--- src/rtl/alu_issue_ctrl.sv ---
// alu_issue_ctrl: flow-controlled front end for the combinational 4-bit alu.
// Requests are buffered in a DEPTH-entry FIFO, the head drives the alu, and
// the alu result is captured with its opcode into a single output register.
module alu_issue_ctrl #(
  parameter int WIDTH = 4,
  parameter int DEPTH = 4
) (
  input  logic             clk,
  input  logic             rst_n,
  input  logic             in_valid,
  output logic             in_ready,
  input  logic [WIDTH-1:0] in_a,
  input  logic [WIDTH-1:0] in_b,
  input  logic [1:0]       in_sel,
  output logic [WIDTH-1:0] alu_a,
  output logic [WIDTH-1:0] alu_b,
  output logic [1:0]       alu_sel,
  input  logic [WIDTH-1:0] alu_out,
  output logic             out_valid,
  input  logic             out_ready,
  output logic [WIDTH-1:0] out_result,
  output logic [1:0]       out_sel,
  output logic             busy
);

  localparam int AW = $clog2(DEPTH);
  localparam logic [AW:0] CNT_FULL = (AW+1)'(DEPTH);

  logic [WIDTH-1:0] r_mem_a   [DEPTH];
  logic [WIDTH-1:0] r_mem_b   [DEPTH];
  logic [1:0]       r_mem_sel [DEPTH];
  logic [AW-1:0]    r_wptr;
  logic [AW-1:0]    r_rptr;
  logic [AW:0]      r_count;
  logic             r_out_valid;
  logic [WIDTH-1:0] r_out_result;
  logic [1:0]       r_out_sel;

  logic w_empty;
  logic w_push;
  logic w_pop;

  assign w_empty  = (r_count == '0);
  // in_ready looks only at the FIFO fill level, never at the consumer side.
  assign in_ready = (r_count != CNT_FULL);
  assign w_push   = in_valid && in_ready;
  // Pop when there is a head entry and the result register is free or draining.
  assign w_pop    = !w_empty && (!r_out_valid || out_ready);

  // Head of the FIFO feeds the alu; zeroed while empty so reset clears it at once.
  assign alu_a   = w_empty ? '0 : r_mem_a[r_rptr];
  assign alu_b   = w_empty ? '0 : r_mem_b[r_rptr];
  assign alu_sel = w_empty ? '0 : r_mem_sel[r_rptr];

  assign out_valid  = r_out_valid;
  assign out_result = r_out_result;
  assign out_sel    = r_out_sel;
  assign busy       = !w_empty || r_out_valid;

  // Request storage: written at the write pointer on an accepted push.
  always_ff @(posedge clk) begin
    if (w_push) begin
      r_mem_a[r_wptr]   <= in_a;
      r_mem_b[r_wptr]   <= in_b;
      r_mem_sel[r_wptr] <= in_sel;
    end
  end

  // FIFO pointers and occupancy; pointers wrap naturally at DEPTH.
  always_ff @(posedge clk or negedge rst_n) begin
    if (!rst_n) begin
      r_wptr  <= '0;
      r_rptr  <= '0;
      r_count <= '0;
    end else begin
      if (w_push) r_wptr <= r_wptr + 1'b1;
      if (w_pop)  r_rptr <= r_rptr + 1'b1;
      case ({w_push, w_pop})
        2'b10:   r_count <= r_count + 1'b1;
        2'b01:   r_count <= r_count - 1'b1;
        default: r_count <= r_count;
      endcase
    end
  end

  // Result register: capture alu output on pop, clear valid once consumed,
  // hold data during a stall or after the last result drains.
  always_ff @(posedge clk or negedge rst_n) begin
    if (!rst_n) begin
      r_out_valid  <= 1'b0;
      r_out_result <= '0;
      r_out_sel    <= '0;
    end else if (w_pop) begin
      r_out_valid  <= 1'b1;
      r_out_result <= alu_out;
      r_out_sel    <= alu_sel;
    end else if (out_ready) begin
      r_out_valid  <= 1'b0;
    end
  end

endmodule

--- config.mk ---
export PLATFORM = sky130hd
export DESIGN_NAME = alu_issue_ctrl
export DESIGN_NICKNAME = d
export VERILOG_FILES = /design/src/rtl/alu_issue_ctrl.sv
export SDC_FILE = /design/constraint.sdc
export NUM_CORES = 1
export LEC_CHECK = 0
export CORE_ASPECT_RATIO = 0.6
export CORE_MARGIN = 3
export CORE_UTILIZATION = 50
export DETAILED_ROUTE_END_ITERATION = 7
export HOLD_SLACK_MARGIN = 0.02
export PLACE_DENSITY = 0.82
export SYNTH_ARGS = -nofsm -noshare
export SYNTH_HDL_FRONTEND = slang
export SYNTH_SLANG_ARGS = --single-unit
--- constraint.sdc ---
create_clock -name clk -period 2.5 [get_ports clk]
set_clock_uncertainty 0.1 [all_clocks]
set_input_delay 0.25 -clock clk [delete_from_list [all_inputs] [get_ports clk]]
set_output_delay 0.25 -clock clk [all_outputs]
set_load 0.03 [all_outputs]
-- Word-level counts from Yosys, hierarchy flattened
Memory sizes are Yosys's and may differ from the RTL's.
Index checks and enable logic that the tools add are counted.
- register bits: 14
- output and inout port bits: 19
- RAM bits: 40
- bits of input ports: 18
- logic and storage cells: 33
- memories: 3
- $add $sub $neg: 4
- mux-type cells: 8
- reductions and logical operators: 9
- equal/unequal tests: 3
- memory list (name ; depth ; bits a word ; rd ports ; clocked after memory_dff ; write ports ; RTL line ; RTL):
    r_mem_a ; 4 ; 4 ; 1 ; 0 ; 1 ; 29 ; logic [WIDTH-1:0] r_mem_a [DEPTH];
    r_mem_b ; 4 ; 4 ; 1 ; 0 ; 1 ; 30 ; logic [WIDTH-1:0] r_mem_b [DEPTH];
    r_mem_sel ; 4 ; 2 ; 1 ; 0 ; 1 ; 31 ; logic [1:0] r_mem_sel [DEPTH];
- operators by type and width (operator ; count):
    $mux W4 ; 2
    $pmux W3 S2 ; 1
    $add A2 B1 Y2 const B ; 2
    $mux W1 ; 4
    $reduce_bool A2 Y1 ; 2
    $add A3 B1 Y3 const B ; 1
    $logic_not A3 Y1 ; 1
    $ne A3 B3 Y1 const B ; 1
    $sub A3 B1 Y3 const B ; 1
    $eq A2 B1 Y1 const B ; 1
    $eq A2 B2 Y1 const B ; 1
    $logic_and A1 B1 Y1 ; 2
    $logic_not A1 Y1 ; 2
    $logic_or A1 B1 Y1 ; 2
    $mux W2 ; 1

-- Depth between registers and ports, before layout
- depth after elaboration: 5
- gate-level depth with buffers: 9
- gate-level depth less buffers: 9

-- Worst setup path after synthesis
Ideal clock, no wire load.
- path type: register to register
- start: reg r_count[0]
- end: reg r_count[2]
- slack: 0.240 ns
- stages on the path, launching flop included: 10
- required time: 2.321 ns
- setup time: 0.079 ns
- arrival time: 2.080 ns
- cell sequence: dfrtp_1 -> or3b_4 -> and2_4 -> inv_1 -> ha_1 -> inv_1 -> fa_1 -> xor2_1 -> nor2_1 -> xor2_1
- elaborated cells on any way between the ends: 11
- classes of those cells: add/sub: 2; eq/ne: 3; mux: 1; reduce/logical: 5
- RTL lines (item ; RTL line ; RTL):
    start: declaration ; 34 ; logic [AW:0] r_count;
    start signal: assignment ; 79 ; 2'b10: r_count <= r_count + 1'b1;
    start signal: assignment ; 80 ; 2'b01: r_count <= r_count - 1'b1;
    start signal: assignment ; 81 ; default: r_count <= r_count;
    $ne A3 B3 Y1 * ; 45 ; assign in_ready = (r_count != CNT_FULL);
    named net in_ready ; 11 ; output logic in_ready,
    $logic_and A1 B1 Y1 * ; 46 ; assign w_push = in_valid && in_ready;
    $eq A2 B1 Y1 / $eq A2 B2 Y1 (equally long branches) ; 78 ; case ({w_push, w_pop})
    $pmux W3 S2 / $reduce_bool A2 Y1 (equally long branches) ; - ;
The timed path passes the listed nets; every way through them passes the cells marked *.
A chain may end at the register's enable or synchronous reset.

-- Worst setup path after layout
- start: reg r_rptr[0]
- end: out alu_a[1]
- cells in the longest elaborated chain, start to end: 2
- RTL lines (item ; RTL line ; RTL):
    start: declaration ; 33 ; logic [AW-1:0] r_rptr;
    start signal: assignment ; 77 ; if (w_pop) r_rptr <= r_rptr + 1'b1;
    $mem_v2 Z4 W4 ; - ;
    $mux W4 ; 51 ; assign alu_a = w_empty ? '0 : r_mem_a[r_rptr];
    end: declaration ; 15 ; output logic [WIDTH-1:0] alu_a,
Every way passes these cells.

==> impl_metrics.env <==
export IMPL_drv_cap=0
export IMPL_postCtsHoldBufs=0
export IMPL_dr_first_iter_drc_count=116
export IMPL_start_util=0.5294
export IMPL_finalPower_mw=3.460
export IMPL_clk_latency_ps=310
export IMPL_die_w_um=91.75
export IMPL_drc=0
export IMPL_routedWlPerCell_um=18.10
export IMPL_p_leak_nw=1.082
export IMPL_grt_usage=0.1721
export IMPL_crit_required_ps=2150
export IMPL_root_buffer="clkbuf_8"
export IMPL_finalSetupViolations=0
export IMPL_synth_distinct_cells=23
export IMPL_die_area_um2=5271
export IMPL_switchingPower_mw=1.264
export IMPL_post_cts_setup_buffers=0
export IMPL_cts_tree="built"
export IMPL_htreeDepth=2
export IMPL_finalMaxSlewViolations=0
export IMPL_antenna_found_initial=0
export IMPL_setup_ws_ps=90.29
export IMPL_drive_above_1_share=0.2236
export IMPL_placement_io_buffers=36
export IMPL_cts_path_max_buffers=2
export IMPL_worst_ep_arrival_time_ps=2060
export IMPL_fp_dieH_um=57.45
export IMPL_utilization=0.6622
export IMPL_swShare=0.3652
export IMPL_rr_worst_depth=9
export IMPL_syn_to_final_growth_pct=25.07
export IMPL_ys_flop_type="edfxtp_1"
export IMPL_grt_max_degree=16
export IMPL_ys_seq_elements=54
export IMPL_cts_clk_slew_worst_paths_ps=90
export IMPL_dp_slack_ps=145.3
export IMPL_clkPwrFrac=0.142
export IMPL_seq_power_share=0.395
export IMPL_ant_nets=0
export IMPL_synth_common_cells="edfxtp_1, dfrtp_1, nor2b_1"
export IMPL_vias=1154
export IMPL_finalHoldViolations=0
export IMPL_synth_top_area_cell="edfxtp_1"
export IMPL_io_pins=37
export IMPL_outcome="complete, no violations"
export IMPL_synth_top_cell_area_share=0.5445
export IMPL_p_comb_frac=0.463
export IMPL_tightest_slew_ps=643.5
export IMPL_synth_edff_count=40
export IMPL_fin_area_um2=2759
export IMPL_grt_overflow=0
export IMPL_grt_pass1_vias=1235
export IMPL_clock_sinks=54
export IMPL_totalWireLength_mm=4.001
export IMPL_startpoint_type="flip-flop"
export IMPL_power_per_cell_area_nw_per_um2=1254
export IMPL_coreArea_um2=4167
export IMPL_syn_cell_area_um2=2206
export IMPL_peakVddDrop_mv=0.4890
export IMPL_fin_tns_setup_ps=0
export IMPL_hold_path_class="input pin to async pin"
export IMPL_syn_avg_cell_area_um2=18.85
export IMPL_rows=18
export IMPL_syn_nets=141
export IMPL_synthArstFlopShare=0.2593
export IMPL_grt_pass1_wl_mm=6.561
export IMPL_finalCritPeriodShare=0.9639
export IMPL_crit_fanout=5
export IMPL_synth_area_leaders="edfxtp_1, dfrtp_1, mux4_2"
export IMPL_place_area_um2=2650
export IMPL_yosysWarningCount=0
export IMPL_relSlewSlack=0.5696
export IMPL_syn_inst=117
export IMPL_viasPerCell=5.222
export IMPL_yosysMostFrequentCell="edfxtp_1"
export IMPL_cts_buffers=5
export IMPL_antenna_diode_count=0
export IMPL_min_period_ps=2410
export IMPL_fmax_mhz=415.0
export IMPL_dpl_hpwl_mm=2.823
export IMPL_end_kind="output pin"
export IMPL_drt_pre_antenna_iters=4
export IMPL_gp_congestion=0.6696
export IMPL_setup_worst_path_class="flip-flop to output pin"
export IMPL_nets=184
export IMPL_internal_power_mw=2.197
export IMPL_synth_seq_area_share=0.7033
export IMPL_rsz0062_at_grt="false"
==> per-layer routing <==
| layer | track usage | up-vias | part of all wire |
|---|---|---|---|
| li1 | - | 516 | - |
| met3 | 0.05665 | 6 | 0.044 |
| met1 | 0.2252 | 600 | 0.43 |
| met5 | 0 | - | 0 |
| met2 | 0.2773 | 32 | 0.52 |
| met4 | 0.05708 | 0 | 0.010 |
==> logic make-up (layout without fill, tap and decap cells) <==
kind of cell / count (synthesis) / in the layout / synth area share
muxes: 18 / 18 / 0.1441
buffers and inverters: 10 / 54 / 0.01985
xor gates and xnor gates: 6 / 6 / 0.02382
DFF: 54 / 54 / 0.7033
and+or+nand+nor: 23 / 23 / 0.07147
adders and majority gates: 6 / 6 / 0.03744
==> layout make-up <==
| type | instances | area (µm²) |
|---|---|---|
| well taps | 60 | 75.07 |
| clock buffers | 7 | 86.33 |
| inverters | 6 | 22.52 |
| flip-flops and latches | 54 | 1553 |
| multi-input cells | 53 | 610.6 |
| clock inverters | 1 | 5.005 |
| fillers | 264 | 1408 |
| repair buffers | 40 | 406.6 |
==> path summary, 6_finish.rpt <==
| path | startpoint | to | slack (ps) |
|---|---|---|---|
| max in group asynchronous | rst_n | r_rptr[1] | 1620 |
| min | rst_n | r_rptr[0] | 230 |
| min in group clk | out_result[0] | out_result[0] | 420 |
| max | r_rptr[0] | alu_a[1] | 90 |
| max reg2reg | r_count[0] | r_count[2] | 160 |
| min reg2reg | out_result[0] | out_result[0] | 420 |
==> cells in the final DEF, fill, tap and decap left out, types with 2 or more instances in the layout <==
master           instances
xnor2_1                  2
xor2_1                   4
dlymetal6s2s_1           7
mux2_2                   6
inv_1                    6
edfxtp_1                40
clkbuf_8                 6
dfrtp_1                 13
buf_4                    4
nor2b_1                 11
nand2b_1                 2
clkdlybuf4s50_1         28
and3_2                   4
mux4_2                  10
ha_1                     5
==> registers in the layout, summed over array words and instances (netlist names) <==
signal      cells
out_valid       1
r_mem_b        16
r_mem_a        16
r_mem_sel       8
r_count         3
r_wptr          2
out_result      4
out_sel         2
r_rptr          2
==> timing repair <==
action	in CTS	in global routing
pin swaps	0	0
endpoints found under the setup margin	6	7
gates resized for setup	2	7
==> worst max-delay path, cell delays in order, from the launching register on <==
cell             delay [ps]
dfrtp_1                 360
buf_4                   170
mux4_2                  490
nor2b_1                 140
clkdlybuf4s50_1         590
==> stage by stage <==
stage          hold slack [ps]  std cells
2_1_floorplan           -145.6        117
3_3_place_gp             388.7        213
3_5_place_dp             397.3        213
4_1_cts                  247.4        221
5_1_grt                  268.3        221
6_report                 228.9        221
==> power groups by stage <==
stage / clock network (mW) / registers, mW / logic [mW]
floorplan: 0 / 1.42 / 0.990
global placement: 0 / 1.36 / 1.60
detailed placement: 0 / 1.38 / 1.65
CTS: 0.503 / 1.37 / 1.64
global route: 0.538 / 1.39 / 1.71
finish: 0.491 / 1.37 / 1.60
Power figures use the tool's default switching activity.
==> RTL edit 1: new RTL, config.mk and constraints unchanged <==
The parameter `WIDTH` goes from 4 to 6.
--- a/src/rtl/alu_issue_ctrl.sv
+++ b/src/rtl/alu_issue_ctrl.sv
@@ -2,7 +2,7 @@
 // Requests are buffered in a DEPTH-entry FIFO, the head drives the alu, and
 // the alu result is captured with its opcode into a single output register.
 module alu_issue_ctrl #(
-  parameter int WIDTH = 4,
+  parameter int WIDTH = 6,
   parameter int DEPTH = 4
 ) (
   input  logic             clk,
Ports: changed (6 resized); port bits go from 37 to 49. The function was not compared with the original's and may differ.
==> RTL edit 1 against the original RTL <==
  * Area after synthesis increased by 33%
  * Routed wire length grew 31%
  * Worst setup slack improved by 70 ps
  * Synthesized cell count up 25%
  * Total power grew 39%
  * Sequential cell count is 18 higher
  * Die area increased by 30%
  * Clock power grew 95%
  * Critical path depth increased by 5
  * Final area rose by 35%
  * Critical path type is now reg2reg
  * Largest cell class unchanged
  * Largest power group unchanged
==> RTL edit 1: results (changes against the original RTL) <==
status:
  status: "complete, no violations"
global_routing:
  use_met2_pct: 30.4  # +2.7 points
  grt_pass1_vias: 1636  # +32%
  use_met1_pct: 18.9  # -3.6 points
  grt_usage_pct: 17.0  # -0.21 points
  grtUsageMet3_pct: 4.91  # -0.76 points
detailed_routing:
  drt_iter0_drc: 71  # -39%
  first_pass_iters: 6  # +2
  viasPerCell: 5.12  # -1.9%
  met3_length_um: 261  # +48%
  wl_met2_mm: 2.76  # +33%
  m1WireLength_mm: 2.14  # +26%
  via_count: 1490  # +29%
placement:
  dp_hpwl_mm: 3.60  # +28%
  preCtsSetupSlack_ps: 160  # +14.6 ps
  port_buffers: 48  # +33%
  place_area_um2: 3520  # +33%
power_and_ir_drop:
  leakagePower_uw: 0.00145  # +34%
  p_int_uw: 3150  # +43%
  ir_drop_uv: 629  # +29%
logic_synthesis:
  ys_types: 24  # +4.3%
  synth_fp_nets: 176  # +25%
  synth_edf_count: 56  # +40%
  seq_area_frac_synth_pct: 71.2  # +0.90 points
  synth.area.top_cells: "edfxtp_1, dfrtp_1, mux4_2, mux2_4, ha_1"
  avgSynthCellArea_um2: 20.0  # +6.2%
  asyncSetResetFlopFracSynth_pct: 22.2  # -3.7 points
  synth_common_cells: "edfxtp_1, dfrtp_1, mux4_2"
cts:
  clk_pin_slew_ps: 70  # -20 ps
  cts_htree_levels: 3  # +1
  numCtsBuffers: 9  # +4
  insertion_delay_ps: 340  # +30 ps
setup_path:
  arrival_ps: 2500  # +440 ps
  crit_end: "r_count[2]"
  critPathKind: "reg2reg"
  max_stage_delay_ps: 450  # -140 ps
timing:
  whs_ps: 253  # +24.0 ps
  slew_headroom_pct: 50.0  # -7.0 points
final_layout:
  drive_gt1_share_pct: 25.2  # +2.9 points
  nets: 239  # +30%
  fin_area_um2: 3730  # +35%
  n_antenna_cell: 0  # unchanged
  largestRegisters: "r_mem_a (24), r_mem_b (24), r_mem_sel (8)"
## RTL edit 1: cell types whose count changed in the layout (fill, tap and decap cells not counted), sizes merged, moves of 4 or more
cell	change
buf	+8
and2b	+5
clkdlybuf4s50	+6
dlymetal6s2s	-4
edfxtp	+16
mux4	+4
dlygate4sd2	+7
## RTL edit 1: final cells by class
type                    count  share of cell area (%)
flip-flops and latches     72                    55.8
inverters                   6                   0.604
clock inverters             6                    2.25
multi-input cells          63                    20.9
repair buffers             57                    14.4
clock buffers              10                    3.42
well taps                  77                    2.58
## RTL edit 1: repair_timing
| item | 4_1_cts | 5_1_grt |
|---|---|---|
| hold buffers | 0 | 0 |
| setup endpoints to repair | 11 | 3 |
| pin swaps | 0 | 0 |
| setup buffers | 0 | 0 |
| gates resized for setup | 9 | 3 |
| hold endpoints to repair | 0 | 0 |
## RTL edit 1: power groups by stage
| stage | Combinational, uW | Sequential, uW | Clock (uW) |
|---|---|---|---|
| 2_1_floorplan | 1340 | 1860 | 0 |
| 3_3_place_gp | 2130 | 1790 | 0 |
| 3_5_place_dp | 2180 | 1820 | 0 |
| 4_1_cts | 2120 | 1800 | 984 |
| 5_1_grt | 2220 | 1830 | 1030 |
| 6_report | 2070 | 1790 | 955 |
## RTL edit 1: logic make-up (layout without fill, tap and decap cells)
logic type               count (synthesis)  in the layout  share of synthesized area [%]
flip-flops                              72             72                           71.2
AND/OR/NAND/NOR                         27             27                           6.29
adder cells (fa/ha/maj)                  6              6                           2.83
XOR/XNOR                                 6              6                           1.80
buffers and inverters                   11             79                           2.10
multiplexers                            24             24                           15.8
## RTL edit 1: worst max-delay path: cells and delay by family, from the launching register on
kind | cells | cell delay (ps)
and+or+nand+nor | 3 | 760
adders and majority gates | 2 | 550
buffers and inverters | 2 | 110
xor gates and xnor gates | 2 | 300
DFF | 1 | 440
==> RTL edit 2: new RTL, same settings <==
Made on the original files. Make the reset (`rst_n`) synchronous in 2 clocked blocks.
--- a/src/rtl/alu_issue_ctrl.sv
+++ b/src/rtl/alu_issue_ctrl.sv
@@ -67,7 +67,7 @@
   end
 
   // FIFO pointers and occupancy; pointers wrap naturally at DEPTH.
-  always_ff @(posedge clk or negedge rst_n) begin
+  always_ff @(posedge clk) begin
     if (!rst_n) begin
       r_wptr  <= '0;
       r_rptr  <= '0;
@@ -85,7 +85,7 @@
 
   // Result register: capture alu output on pop, clear valid once consumed,
   // hold data during a stall or after the last result drains.
-  always_ff @(posedge clk or negedge rst_n) begin
+  always_ff @(posedge clk) begin
     if (!rst_n) begin
       r_out_valid  <= 1'b0;
       r_out_result <= '0;
Function: differs if rst_n is asserted again (counterexample within 4 cycles, from zero or initial values and one cycle with rst_n low); with rst_n held inactive, the same outputs for 10 cycles.
==> RTL edit 2 against the original RTL <==
  * Sequential cell count rose by 2
  * Final cell count grew 14%
  * Sequential power is 9% lower
  * Routed wire length grew 15%
  * Sequential share of layout area fell by 2.8 points
  * Final area up 3.4%
  * First-iteration DRC count grew 3.4%
  * Maximum frequency rose by 3.6%
  * Area after synthesis increased by 3.1%
  * Die area grew 2.8%
  * Worst setup slack better by 83 ps
  * Total power decreased by 4.0%
  * Largest cell class unchanged
==> RTL edit 2: results (changes against the original RTL) <==
setup_path:
  slowest_stage: "or3b_4"
  endpoint_kind: "flop"
  cp_top_family: "simple AND/OR/NAND/NOR gates"
  arrival_ps: 2460  # +400 ps
  max_stage_delay_ps: 390  # -200 ps
logic_synthesis:
  synthCells: 152  # +30%
  synth_common_cells: "edfxtp_1, dfxtp_1, a21oi_1"
  seq_area_frac_synth_pct: 66.9  # -3.4 points
  ys_types: 29  # +26%
  synth_fp_nets: 176  # +25%
  asyncSetResetFlopFracSynth_pct: 0  # -26 points
  synth_edf_count: 40  # unchanged
  synth.area.top_cells: "edfxtp_1, dfxtp_1, mux4_2, and2_1, ha_1"
status:
  status: "complete, no violations"
timing:
  slew_headroom_pct: 63.2  # +6.2 points
min_path:
  hold_class: "reg2reg"
final_layout:
  nets: 215  # +17%
  fin_area_um2: 2850  # +3.4%
  finalNonFillerCells: 252  # +14%
  drive_gt1_share_pct: 18.8  # -3.6 points
  n_fill_cell: 304  # +15%
placement:
  place_area_um2: 2720  # +2.5%
  preCtsSetupSlack_ps: 10.4  # -135 ps
  gp_congestion: 0.717  # +7.0%
  dp_hpwl_mm: 3.24  # +15%
power_and_ir_drop:
  ir_drop_uv: 514  # +5.1%
cts:
  clk_pin_slew_ps: 110  # +20 ps
global_routing:
  grt_pass1_vias: 1486  # +20%
  grt_pass1_wl_mm: 7.65  # +17%
  grt_max_degree: 18  # +2
  grt_usage_pct: 19.1  # +1.9 points
detailed_routing:
  drt_iter0_drc: 120  # +3.4%
  wl_per_cell_um: 18.3  # +1.2%
==> RTL edit 2: routing by layer <==
metal	GRT usage, %	share of wire [%]	routed length (um)
met1	24.4	41	1880
met2	32.2	52	2380
met3	3.76	4.7	219
met4	8.77	2.9	136
met5	0	0	0
==> RTL edit 2: logic make-up after synthesis <==
group	count (synthesis)	share of synthesized area, %
buffers and inverters	16	3.25
flip-flops	56	66.9
multiplexers	11	10.3
AND/OR/NAND/NOR	38	9.63
adder cells (fa/ha/maj)	6	3.63
XOR/XNOR	2	0.771
AO/OA/AOI/OAI	23	5.45
==> RTL edit 2: final cells by class <==
type,instances,share of cell area [%]
timing repair buffer,42,15.1
tap,60,2.63
inverter,6,0.789
clock buffer,7,3.42
sequential,56,53.5
clock inverter,1,0.307
multi-input combinational,80,24.2
==> RTL edit 2: timing repair <==
| action | CTS | global route |
|---|---|---|
| pin swaps | 0 | 1 |
| gates resized for setup | 5 | 13 |
| cloned | 0 | 0 |
| setup buffers | 0 | 0 |
| setup endpoints to repair | 6 | 8 |
==> RTL edit 2: worst paths after layout <==
path	start	to	slack [ps]	depth (start not counted)
max	r_count[2]	r_count[2]	170	8
min	r_rptr[1]	flop	390	2
max reg2reg	r_count[2]	r_count[2]	170	8
min reg2reg	r_rptr[1]	flop	390	2
==> RTL edit 2: worst register-to-register path, cell delays in order, from the launching register on <==
cell	delay, ps
dfxtp_2	370
or3b_4	390
nand2_1	90
ha_2	200
inv_1	70
fa_1	370
xor2_1	170
or3_4	340
a21oi_2	150
==> RTL edit 2: report_power, final <==
part / switching [uW] / internal, uW
combinational: 844 / 670
sequential: 98.5 / 1160
clock: 291 / 263
